### src/rtl/serial_sub_pkg.sv
// Shared types and defaults for the bit-serial subtractor.
package serial_sub_pkg;

  typedef enum logic [1:0] {
    IDLE  = 2'd0,
    SHIFT = 2'd1,
    DONE  = 2'd2
  } sub_state_t;

  localparam int DEFAULT_WIDTH = 4;

endpackage

### src/rtl/full_subtractor.sv
// One-bit full subtractor cell: d = x - y - bin, bout set on underflow.
module full_subtractor (
  input  logic x,
  input  logic y,
  input  logic bin,
  output logic d,
  output logic bout
);

  logic xy_eq;

  assign xy_eq = ~(x ^ y);
  assign d     = x ^ y ^ bin;
  // Borrow when y exceeds x outright, or when they tie and a borrow ripples in.
  assign bout  = (~x & y) | (xy_eq & bin);

endmodule

### src/rtl/serial_subtractor.sv
// Bit-serial unsigned a - b, LSB first through one full_subtractor cell.
// Result is a (WIDTH+1)-bit two's-complement difference behind a valid/ready pair.
module serial_subtractor
  import serial_sub_pkg::*;
#(
  parameter int WIDTH = DEFAULT_WIDTH
) (
  input  logic             clk,
  input  logic             rst_n,
  input  logic             in_valid,
  output logic             in_ready,
  input  logic [WIDTH-1:0] a,
  input  logic [WIDTH-1:0] b,
  output logic             out_valid,
  input  logic             out_ready,
  output logic [WIDTH:0]   diff
);

  localparam int CW = (WIDTH > 1) ? $clog2(WIDTH) : 1;

  sub_state_t       state, nxt;
  logic [WIDTH-1:0] a_sr, b_sr, res_sr;
  logic             borrow;
  logic [CW-1:0]    cnt;
  logic [WIDTH:0]   diff_q;
  logic             fs_d, fs_bout;
  logic             accept, last;

  full_subtractor u_fs (
    .x    (a_sr[0]),
    .y    (b_sr[0]),
    .bin  (borrow),
    .d    (fs_d),
    .bout (fs_bout)
  );

  assign accept = in_valid && in_ready;
  assign last   = (cnt == CW'(WIDTH - 1));

  always_comb begin
    nxt = state;
    case (state)
      IDLE:    if (accept)    nxt = SHIFT;
      SHIFT:   if (last)      nxt = DONE;
      DONE:    if (out_ready) nxt = IDLE;
      default:                nxt = IDLE;
    endcase
  end

  always_ff @(posedge clk) begin
    if (!rst_n) begin
      state  <= IDLE;
      a_sr   <= '0;
      b_sr   <= '0;
      res_sr <= '0;
      borrow <= 1'b0;
      cnt    <= '0;
      diff_q <= '0;
    end else begin
      state <= nxt;
      case (state)
        IDLE: begin
          if (accept) begin
            a_sr   <= a;
            b_sr   <= b;
            res_sr <= '0;
            borrow <= 1'b0;
            cnt    <= '0;
          end
        end
        SHIFT: begin
          a_sr   <= {1'b0, a_sr[WIDTH-1:1]};
          b_sr   <= {1'b0, b_sr[WIDTH-1:1]};
          res_sr <= {fs_d, res_sr[WIDTH-1:1]};
          borrow <= fs_bout;
          cnt    <= cnt + CW'(1);
          // Final borrow is the sign bit of the widened difference.
          if (last) diff_q <= {fs_bout, fs_d, res_sr[WIDTH-1:1]};
        end
        default: ;
      endcase
    end
  end

  // Held low while reset is asserted so nothing is taken mid-reset.
  assign in_ready  = rst_n && (state == IDLE);
  assign out_valid = (state == DONE);
  assign diff      = diff_q;

endmodule

### config.mk
export PLATFORM = sky130hd
export DESIGN_NAME = serial_subtractor
export DESIGN_NICKNAME = d
export VERILOG_FILES = /design/src/rtl/serial_sub_pkg.sv /design/src/rtl/full_subtractor.sv /design/src/rtl/serial_subtractor.sv
export SDC_FILE = /design/constraint.sdc
export NUM_CORES = 1
export LEC_CHECK = 0
export CAP_MARGIN = 20
export CORE_ASPECT_RATIO = 0.6
export CORE_UTILIZATION = 33
export DETAILED_ROUTE_END_ITERATION = 16
export GPL_ROUTABILITY_DRIVEN = 0
export PLACE_DENSITY_LB_ADDON = 0.05
export SLEW_MARGIN = 20
export SYNTH_ARGS = -nofsm -noshare
export SYNTH_HDL_FRONTEND = slang
export SYNTH_SLANG_ARGS = --single-unit
### constraint.sdc
create_clock -name clk -period 2.2 [get_ports clk]
set_input_delay 0.44 -clock clk [delete_from_list [all_inputs] [get_ports clk]]
set_output_delay 0.44 -clock clk [all_outputs]
set_load 0.1 [all_outputs]
* After elaboration in Yosys (flattened, before gate mapping) *
Cells that the tools add are included.

operators by class
  add/sub/neg operators = 1
  equality and inequality tests = 6
  mux-type cells = 14
  bitwise operators = 7
  reductions and logical operators = 7

operators by type and width
  operator                                                         count
  4-bit case mux with 2 select lines                               3
  4-bit two-way mux                                                3
  2-bit two-way mux                                                4
  2-bit case mux with 3 select lines                               1
  2-bit == test, second input constant                             2
  2-bit != test, second input constant                             2
  2-bit case mux with 2 select lines                               1
  2-bit AND reduction                                              2
  3-bit AND reduction                                              1
  2-bit by 1-bit adder with 2-bit output, second input constant    1
  1-bit bitwise AND                                                2
  2-bit by 1-bit == test with 1-bit output, second input constant  1
  1-bit logical AND                                                2
  2-bit zero test                                                  1
  2-bit by 1-bit != test with 1-bit output, second input constant  1
  1-bit NOT                                                        2
  1-bit case mux with 2 select lines                               1
  2-bit nonzero test                                               1
  1-bit XOR                                                        2
  1-bit two-way mux                                                1
  1-bit bitwise OR                                                 1

word-level totals
  register bits after elaboration = 22
  input port bits = 12
  output and inout bits = 7
  logic and storage cells = 42

* Depth between registers and ports, before layout *
Gate-level depths: netlist of run 1.

  depth in word-level cells = 5
  depth in mapped cells = 5

* Hierarchy *
From an unflattened synthesis of run 1, not the netlist that was laid out.

second synthesis, totals
  cell total of the unflattened synthesis = 95
  area total of the unflattened synthesis = 943.4 µm²

by module, submodules not included
  module             instances  cells an instance  area an instance (µm²)  sequential area each (µm²)
  serial_subtractor  1          91                 912.1                   420.4
  full_subtractor    1          4                  31.3                    0.0

* Worst setup path before layout of run 1 *
OpenSTA, ideal clock, no wires.

  kind = input to output
  from = in rst_n
  to = out in_ready
  arrival time = 1510 ps
  path slack = 250 ps
  cell stages on the path = 3
  path buffers = 2
  path through = buf_4 > buf_2 > and2_1

between the ends
  longest elaborated chain between the ends = 1

RTL lines
  what                line                     text
  start: declaration  serial_subtractor.sv:9   input logic rst_n,
  1-bit logical AND   serial_subtractor.sv:86  assign in_ready = rst_n && (state == IDLE);
  end: declaration    serial_subtractor.sv:11  output logic in_ready,

Every way passes these cells.

* Worst setup path in the final report of run 1 *
Same ends and word-level chain as after synthesis.

==> results.toml, run 1 <==
[outcome]
run_status = "complete, but fails checks"
violations = "DRC"

[synth]
postSynthCellCount = 93
synthDominantAreaCellType = "sky130_fd_sc_hd__dfxtp_1"
synth_xor_xnor_area_share_pct = 0
flops_latches_synth = 21
synth_sequential_area_ratio_pct = 45.3
ys_top_cells_by_area = "sky130_fd_sc_hd__dfxtp_1 45%, sky130_fd_sc_hd__nand2_1 8.1%, sky130_fd_sc_hd__mux2i_1 6.5%"
synth-adder-area-share_pct = 3.50
yosys-mux-area-fraction_pct = 6.47
complex_gate_fraction_of_the_synthesized_area_pct = 18.9
mappedNetlistArea_sq_um = 928
synth_simple_gate_area_share_pct = 18.3
yosys.cell_types.count = 21
synth_top_family_by_area = "compound AO/OA/AOI/OAI gates"
post-synth-top-area-fraction_pct = 45.3
syn_avg_cell_area_sq_um = 9.98
yosysWarningCount = 0
synthesis.nets = 107

[pwr]
cellPowerDensity_mw_per_mm2 = 663
static-leakage-power_nw = 0.519
vdd_ir_drop_max_mv = 0.329

[grt]
gr-usage-all-layers_pct = 13.7
grt_pass1_wl_um = 3040
grt_antenna_before_repair = 0
largest_net_degree_at_the_start_of_global_routing = 28
globalRouteOverflowTotal = 0
first_global_vias = 627

[routing]
detailedRoute.firstIterationViolations = 32
total_wire_length_after_detailed_routing_um = 1740
final_routed_wire_length_divided_by_cell_count_um = 12.2
firstDrtPassIters = 10
viasPerCell = 4.88
antenna_left = 0
drc_errors_left = 6
route.vias.total = 693

[clock_network]
post_cts_hold_buffer_count = 0
cts_buffers = 3
ctsRootBufferMaster = "sky130_fd_sc_hd__clkbuf_8"
clock_insertion_delay_worst_skew_ns = 0.26
cts-root-to-sink-buffers = 2
setup_fix_buffers_added_after_clock_tree_synthesis = 0
count_of_cells_resized_by_post_cts_repair = 0
cts_num_sinks = 21
clkTransAtPathRegs_ns = 0.07
ctsHtreeMaxLevel = 1
cts_tree = "yes"

[setup_path]
cp.arrival_ns = 1.33
critical_path_required_ns = 1.76
reg2reg_depth = 3
worstSetupStartpointType = "input port"
worst_setup_path_end_kind = "primary output"
crit_type = "in -> out"
critical_path_peak_fanout = 2

[finish]
layout.cell_area.non_filler_sq_mm = 0.00115
layout.nets = 125
synthToLayoutAreaGrowth_pct = 24.4
num_antenna_cells = 0
nFillCells = 250
drive_gt1_share_pct = 20.0

[worst_hold_path]
worst_hold_path.num_cells = 2
worst_hold_path_type = "reg -> reg"

[floorplan]
rows = 14
die_height_um = 43.1
coreArea_sq_mm = 0.00259
die_width_um = 70.5
io_pins = 19
initial_core_util_pct = 35.8
die_area_sq_mm = 0.00304

[placement]
dpl_cell_area_sq_mm = 0.00111
place.detailed.hpwl_um = 1230
numPortBuffers = 18
detailedPlace.worstSlack_ns = 0.413

[sta]
setup-violations-final = 0
grt_setup_unrepaired = "no"
clock-skew-final_ns = 0.00563
timing.max_slew.rel_slack_pct = 71.4
worst_slew_pin_tran_ns = 0.429
final-hold-violation-count = 0
post-route-period-util_pct = 80.5
setup-tns-final_ns = 0
timing_max_transition_violations_final = 0
period_needed_ns = 1.77
max_freq_mhz = 564
worst_slack_ns = 0.428

[run]
max-cap-violations = 0
through the flow:
| stage | util, % | power [W] | std cells | hold slack [ns] |
|---|---|---|---|---|
| 4_1_cts | 44.5 | 0.000780 | 142 | 0.475 |
| 6_report | 44.5 | 0.000765 | 142 | 0.473 |
| 3_5_place_dp | 42.8 | 0.000527 | 138 | 0.464 |
| 3_3_place_gp | 42.8 | 0.000526 | 138 | 0.455 |
| 2_1_floorplan | - | 0.000494 | 93 | 0.446 |
| 5_1_grt | 44.5 | 0.000817 | 142 | 0.487 |
placed cells by master (no fill, tap or decap), types with 2 or more instances in the layout:
master,n
sky130_fd_sc_hd__o21ai_2,5
sky130_fd_sc_hd__clkdlybuf4s50_1,11
sky130_fd_sc_hd__nand2_1,20
sky130_fd_sc_hd__o211a_1,6
sky130_fd_sc_hd__nand3_1,5
sky130_fd_sc_hd__nand2b_1,4
sky130_fd_sc_hd__buf_12,2
sky130_fd_sc_hd__buf_4,7
sky130_fd_sc_hd__clkbuf_8,3
sky130_fd_sc_hd__dfxtp_1,21
sky130_fd_sc_hd__inv_1,2
sky130_fd_sc_hd__mux2i_1,6
sky130_fd_sc_hd__o22ai_1,8
final timing paths:
kind	end	from	slack [ns]
setup / recovery	in_ready	rst_n	0.43
hold / removal	diff[2]$_SDFFE_PN0P_	diff[2]$_SDFFE_PN0P_	0.47
setup reg to reg	b_sr[1]$_SDFFE_PN0P_	state[0]$_SDFFE_PN0P_	0.95
hold reg to reg	diff[2]$_SDFFE_PN0P_	diff[2]$_SDFFE_PN0P_	0.47
flip-flops by register name, summed over array words and instances (netlist names):
register / count
borrow: 1
cnt: 2
res_sr: 3
b_sr: 4
a_sr: 4
diff: 5
state: 2
Yosys cell counts:
cell type,number
sky130_fd_sc_hd__nand2b_1,4
sky130_fd_sc_hd__fa_1,1
sky130_fd_sc_hd__inv_1,2
sky130_fd_sc_hd__buf_6,4
sky130_fd_sc_hd__and2_1,1
sky130_fd_sc_hd__and3_1,1
sky130_fd_sc_hd__nor2_1,1
sky130_fd_sc_hd__a21boi_2,1
sky130_fd_sc_hd__nand2_1,20
sky130_fd_sc_hd__buf_2,2
sky130_fd_sc_hd__o21ai_2,5
sky130_fd_sc_hd__ha_1,1
sky130_fd_sc_hd__nand3b_4,1
sky130_fd_sc_hd__buf_4,1
sky130_fd_sc_hd__and2b_2,1
sky130_fd_sc_hd__o21ba_2,1
sky130_fd_sc_hd__nand3_1,5
sky130_fd_sc_hd__o211a_1,6
sky130_fd_sc_hd__mux2i_1,6
sky130_fd_sc_hd__dfxtp_1,21
sky130_fd_sc_hd__o22ai_1,8
power by group:
group	switching [W]	total, W	internal (W)	leakage, nW
combinational	0.0000557	0.000109	0.0000534	0.322
clock	0.000122	0.000248	0.000126	0.0255
sequential	0.0000106	0.000408	0.000398	0.172
total	0.000188	0.000765	0.000577	0.519
cell families (layout without fill, tap and decap cells):
group                    after synthesis  in the layout
flip-flops                            21             21
adder cells (fa/ha/maj)                2              2
AO/OA/AOI/OAI                         21             21
buffers and inverters                  9             26
AND/OR/NAND/NOR                       34             34
multiplexers                           6              6
critical path, stage by stage:
cell,delay [ns]
sky130_fd_sc_hd__clkdlybuf4s50_1,0.52
sky130_fd_sc_hd__and2_1,0.19
sky130_fd_sc_hd__buf_12,0.18
per-layer routing:
metal | share of wire (%) | vias up | global-route usage, %
met5 | 0 | - | 0
met4 | 0.46 | 0 | 4.90
met3 | 7.9 | 2 | 5.70
met2 | 37 | 18 | 18.6
met1 | 54 | 311 | 19.2
li1 | - | 362 | -
layout make-up:
type                            instances  area (sq um)  area share (%)
Multi-Input combinational cell         63           438            37.9
Clock buffer                            3          41.3            3.58
Timing Repair Buffer                   20           203            17.6
Clock inverter                          1          5.00           0.433
Sequential cell                        21           420            36.4
Tap cell                               32          40.0            3.47
Inverter                                2          7.51           0.650
Power figures use the tool's default switching activity.
==> run 2: changes to the inputs <==
==> constraint.sdc (replaced) <==
create_clock -name clk -period 1.7 [get_ports clk]
set_input_delay 0.34 -clock clk [delete_from_list [all_inputs] [get_ports clk]]
set_output_delay 0.34 -clock clk [all_outputs]
set_load 0.1 [all_outputs]
==> results.toml, run 2 (synthesis results as in run 1) <==
[outcome]
run_status = "complete, but fails checks"
violations = "DRC"

[sta]
timing.max_slew.rel_slack_pct = 71.7
timing_max_transition_violations_final = 0
post-route-period-util_pct = 94.0
grt_setup_unrepaired = "no"
period_needed_ns = 1.60
clock-skew-final_ns = 0.00651
worst_slack_ns = 0.102
worst_slew_pin_tran_ns = 0.425
setup-tns-final_ns = 0
final-hold-violation-count = 0
max_freq_mhz = 626
setup-violations-final = 0

[clock_network]
cts_num_sinks = 21
cts_buffers = 3
cts-root-to-sink-buffers = 2
clkTransAtPathRegs_ns = 0.08
clock_insertion_delay_worst_skew_ns = 0.26
setup_fix_buffers_added_after_clock_tree_synthesis = 0
post_cts_hold_buffer_count = 0
ctsRootBufferMaster = "sky130_fd_sc_hd__clkbuf_8"
ctsHtreeMaxLevel = 1
cts_tree = "yes"
count_of_cells_resized_by_post_cts_repair = 0

[grt]
first_global_vias = 634
largest_net_degree_at_the_start_of_global_routing = 22
grt_pass1_wl_um = 3040
gr-usage-all-layers_pct = 13.3
globalRouteOverflowTotal = 0
grt_antenna_before_repair = 0

[setup_path]
cp_slowest_cell = "sky130_fd_sc_hd__clkdlybuf4s50_1"
worstPathBufferInverterCount = 2
worstPathCellList = "clkdlybuf4s50_1 -> and2_2 -> buf_12"
critical_path_peak_fanout = 3
cpLargestDelayFamily = "buffers and inverters"
timing.reg2reg.setup_slack_ns = 0.44
crit_type = "in -> out"
reg2reg_to = "borrow$_SDFFE_PN0P_"
critical_path_required_ns = 1.36
critical_path.reg2reg.startpoint = "b_sr[0]$_SDFFE_PN0P_"
worst_setup_path_end_kind = "primary output"
cp.arrival_ns = 1.26
slowest_delay_ns = 0.54
worstSetupStartpointType = "input port"
reg2reg_depth = 4

[finish]
layout.nets = 126
layout.cell_area.non_filler_sq_mm = 0.00123
num_antenna_cells = 0
commonest_cells_after_routing_fill_and_taps_aside = "21 x sky130_fd_sc_hd__dfxtp_1, 20 x sky130_fd_sc_hd__nand2_1, 11 x sky130_fd_sc_hd__clkdlybuf4s50_1"
nFillCells = 249
final_common_cell = "sky130_fd_sc_hd__dfxtp_1"
largest_reg_flops = 5
final_core_utilization_pct = 47.3
drive_gt1_share_pct = 21.6
synthToLayoutAreaGrowth_pct = 32.1

[routing]
final_routed_wire_length_divided_by_cell_count_um = 12.4
total_wire_length_after_detailed_routing_um = 1770
route.vias.total = 691
detailedRoute.firstIterationViolations = 36
drc_errors_left = 6
antenna_left = 0
viasPerCell = 4.83
firstDrtPassIters = 10

[floorplan]
io_pins = 19
die_area_sq_mm = 0.00304
rows = 14
coreArea_sq_mm = 0.00259
die_height_um = 43.1
die_width_um = 70.5
initial_core_util_pct = 35.8

[pwr]
cellPowerDensity_mw_per_mm2 = 812
static-leakage-power_nw = 0.538
vdd_ir_drop_max_mv = 0.451
post-layout-total-power_w = 0.000995

[worst_hold_path]
worst_hold_path_type = "reg -> reg"
beginning_of_the_worst_hold_path = "a_sr[3]$_SDFFE_PN0P_"
timing.hold.worst_endpoint = "a_sr[3]$_SDFFE_PN0P_"
worst_hold_path.num_cells = 2

[placement]
numPortBuffers = 18
place.detailed.hpwl_um = 1260
dpl_cell_area_sq_mm = 0.00118
detailedPlace.worstSlack_ns = 0.0807

[run]
max-cap-violations = 0
-- run 2: cell types whose count changed in the layout (fill, tap and decap cells not counted) --
| cell | change |
|---|---|
| sky130_fd_sc_hd__and2_1 | -1 |
| sky130_fd_sc_hd__buf_4 | -4 |
| sky130_fd_sc_hd__buf_12 | +5 |
| sky130_fd_sc_hd__and2_2 | +1 |
-- run 2: how the worst max path moves through the flow --
| stage | cells after the start | end | slack (ns) | from |
|---|---|---|---|---|
| final | 3 | in_ready | 0.10 | rst_n |
| after global routing | 3 | in_ready | 0.05 | rst_n |
| after CTS | 3 | in_ready | 0.08 | rst_n |
| after detailed placement | 3 | in_ready | 0.08 | rst_n |
| after global placement | 3 | in_ready | 0.10 | rst_n |
| after floorplan | 3 | in_ready | 0.24 | rst_n |
-- run 2: metrics by stage --
stage	hold WS [ns]	instances
2_1_floorplan	0.446	93
6_report	0.479	143
4_1_cts	0.478	143
3_5_place_dp	0.460	139
5_1_grt	0.507	143
3_3_place_gp	0.456	139
-- run 2: cell type report --
cell class                 instances  area, sq um  share of cell area (%)
clock buffer                       3         41.3                    3.37
clock inverter                     1         5.00                   0.408
inverter                           2         7.51                   0.612
multi-input combinational         63          439                    35.8
sequential                        21          420                    34.3
tap                               32         40.0                    3.27
timing repair buffer              21          273                    22.2
-- run 2: power by group --
part           internal (W)  leakage, nW  switching [W]
logic             0.0000713        0.341      0.0000736
registers          0.000515        0.172      0.0000123
clock network      0.000163       0.0255       0.000160
total              0.000749        0.538       0.000246
-- run 2: worst reg2reg max path, delay by kind of cell, from the launching register on --
| kind | cells | cell delay (ns) |
|---|---|---|
| AOI/OAI and AO/OA | 1 | 0.19 |
| DFF | 1 | 0.33 |
| adders and majority gates | 1 | 0.42 |
| buffers and inverters | 1 | 0.06 |
| and+or+nand+nor | 1 | 0.19 |
-- run 2: layer usage --
layer / track usage (%) / part of all wire, % / vias up
li1: - / - / 361
met4: 4.90 / 1.2 / 0
met5: 0 / 0 / -
met2: 17.5 / 38 / 16
met3: 5.23 / 6.0 / 4
met1: 19.2 / 54 / 310
==> run 3: changes to the inputs <==
--- a/config.mk
+++ b/config.mk
@@ -5,6 +5,7 @@
 export SDC_FILE = /design/constraint.sdc
 export NUM_CORES = 1
 export LEC_CHECK = 0
+export ABC_CLOCK_PERIOD_IN_PS = 1700
 export CAP_MARGIN = 20
 export CORE_ASPECT_RATIO = 0.6
 export CORE_UTILIZATION = 33
==> results of run 3 <==
Same layout as run 2: the final DEF is identical, and so are final timing and power.
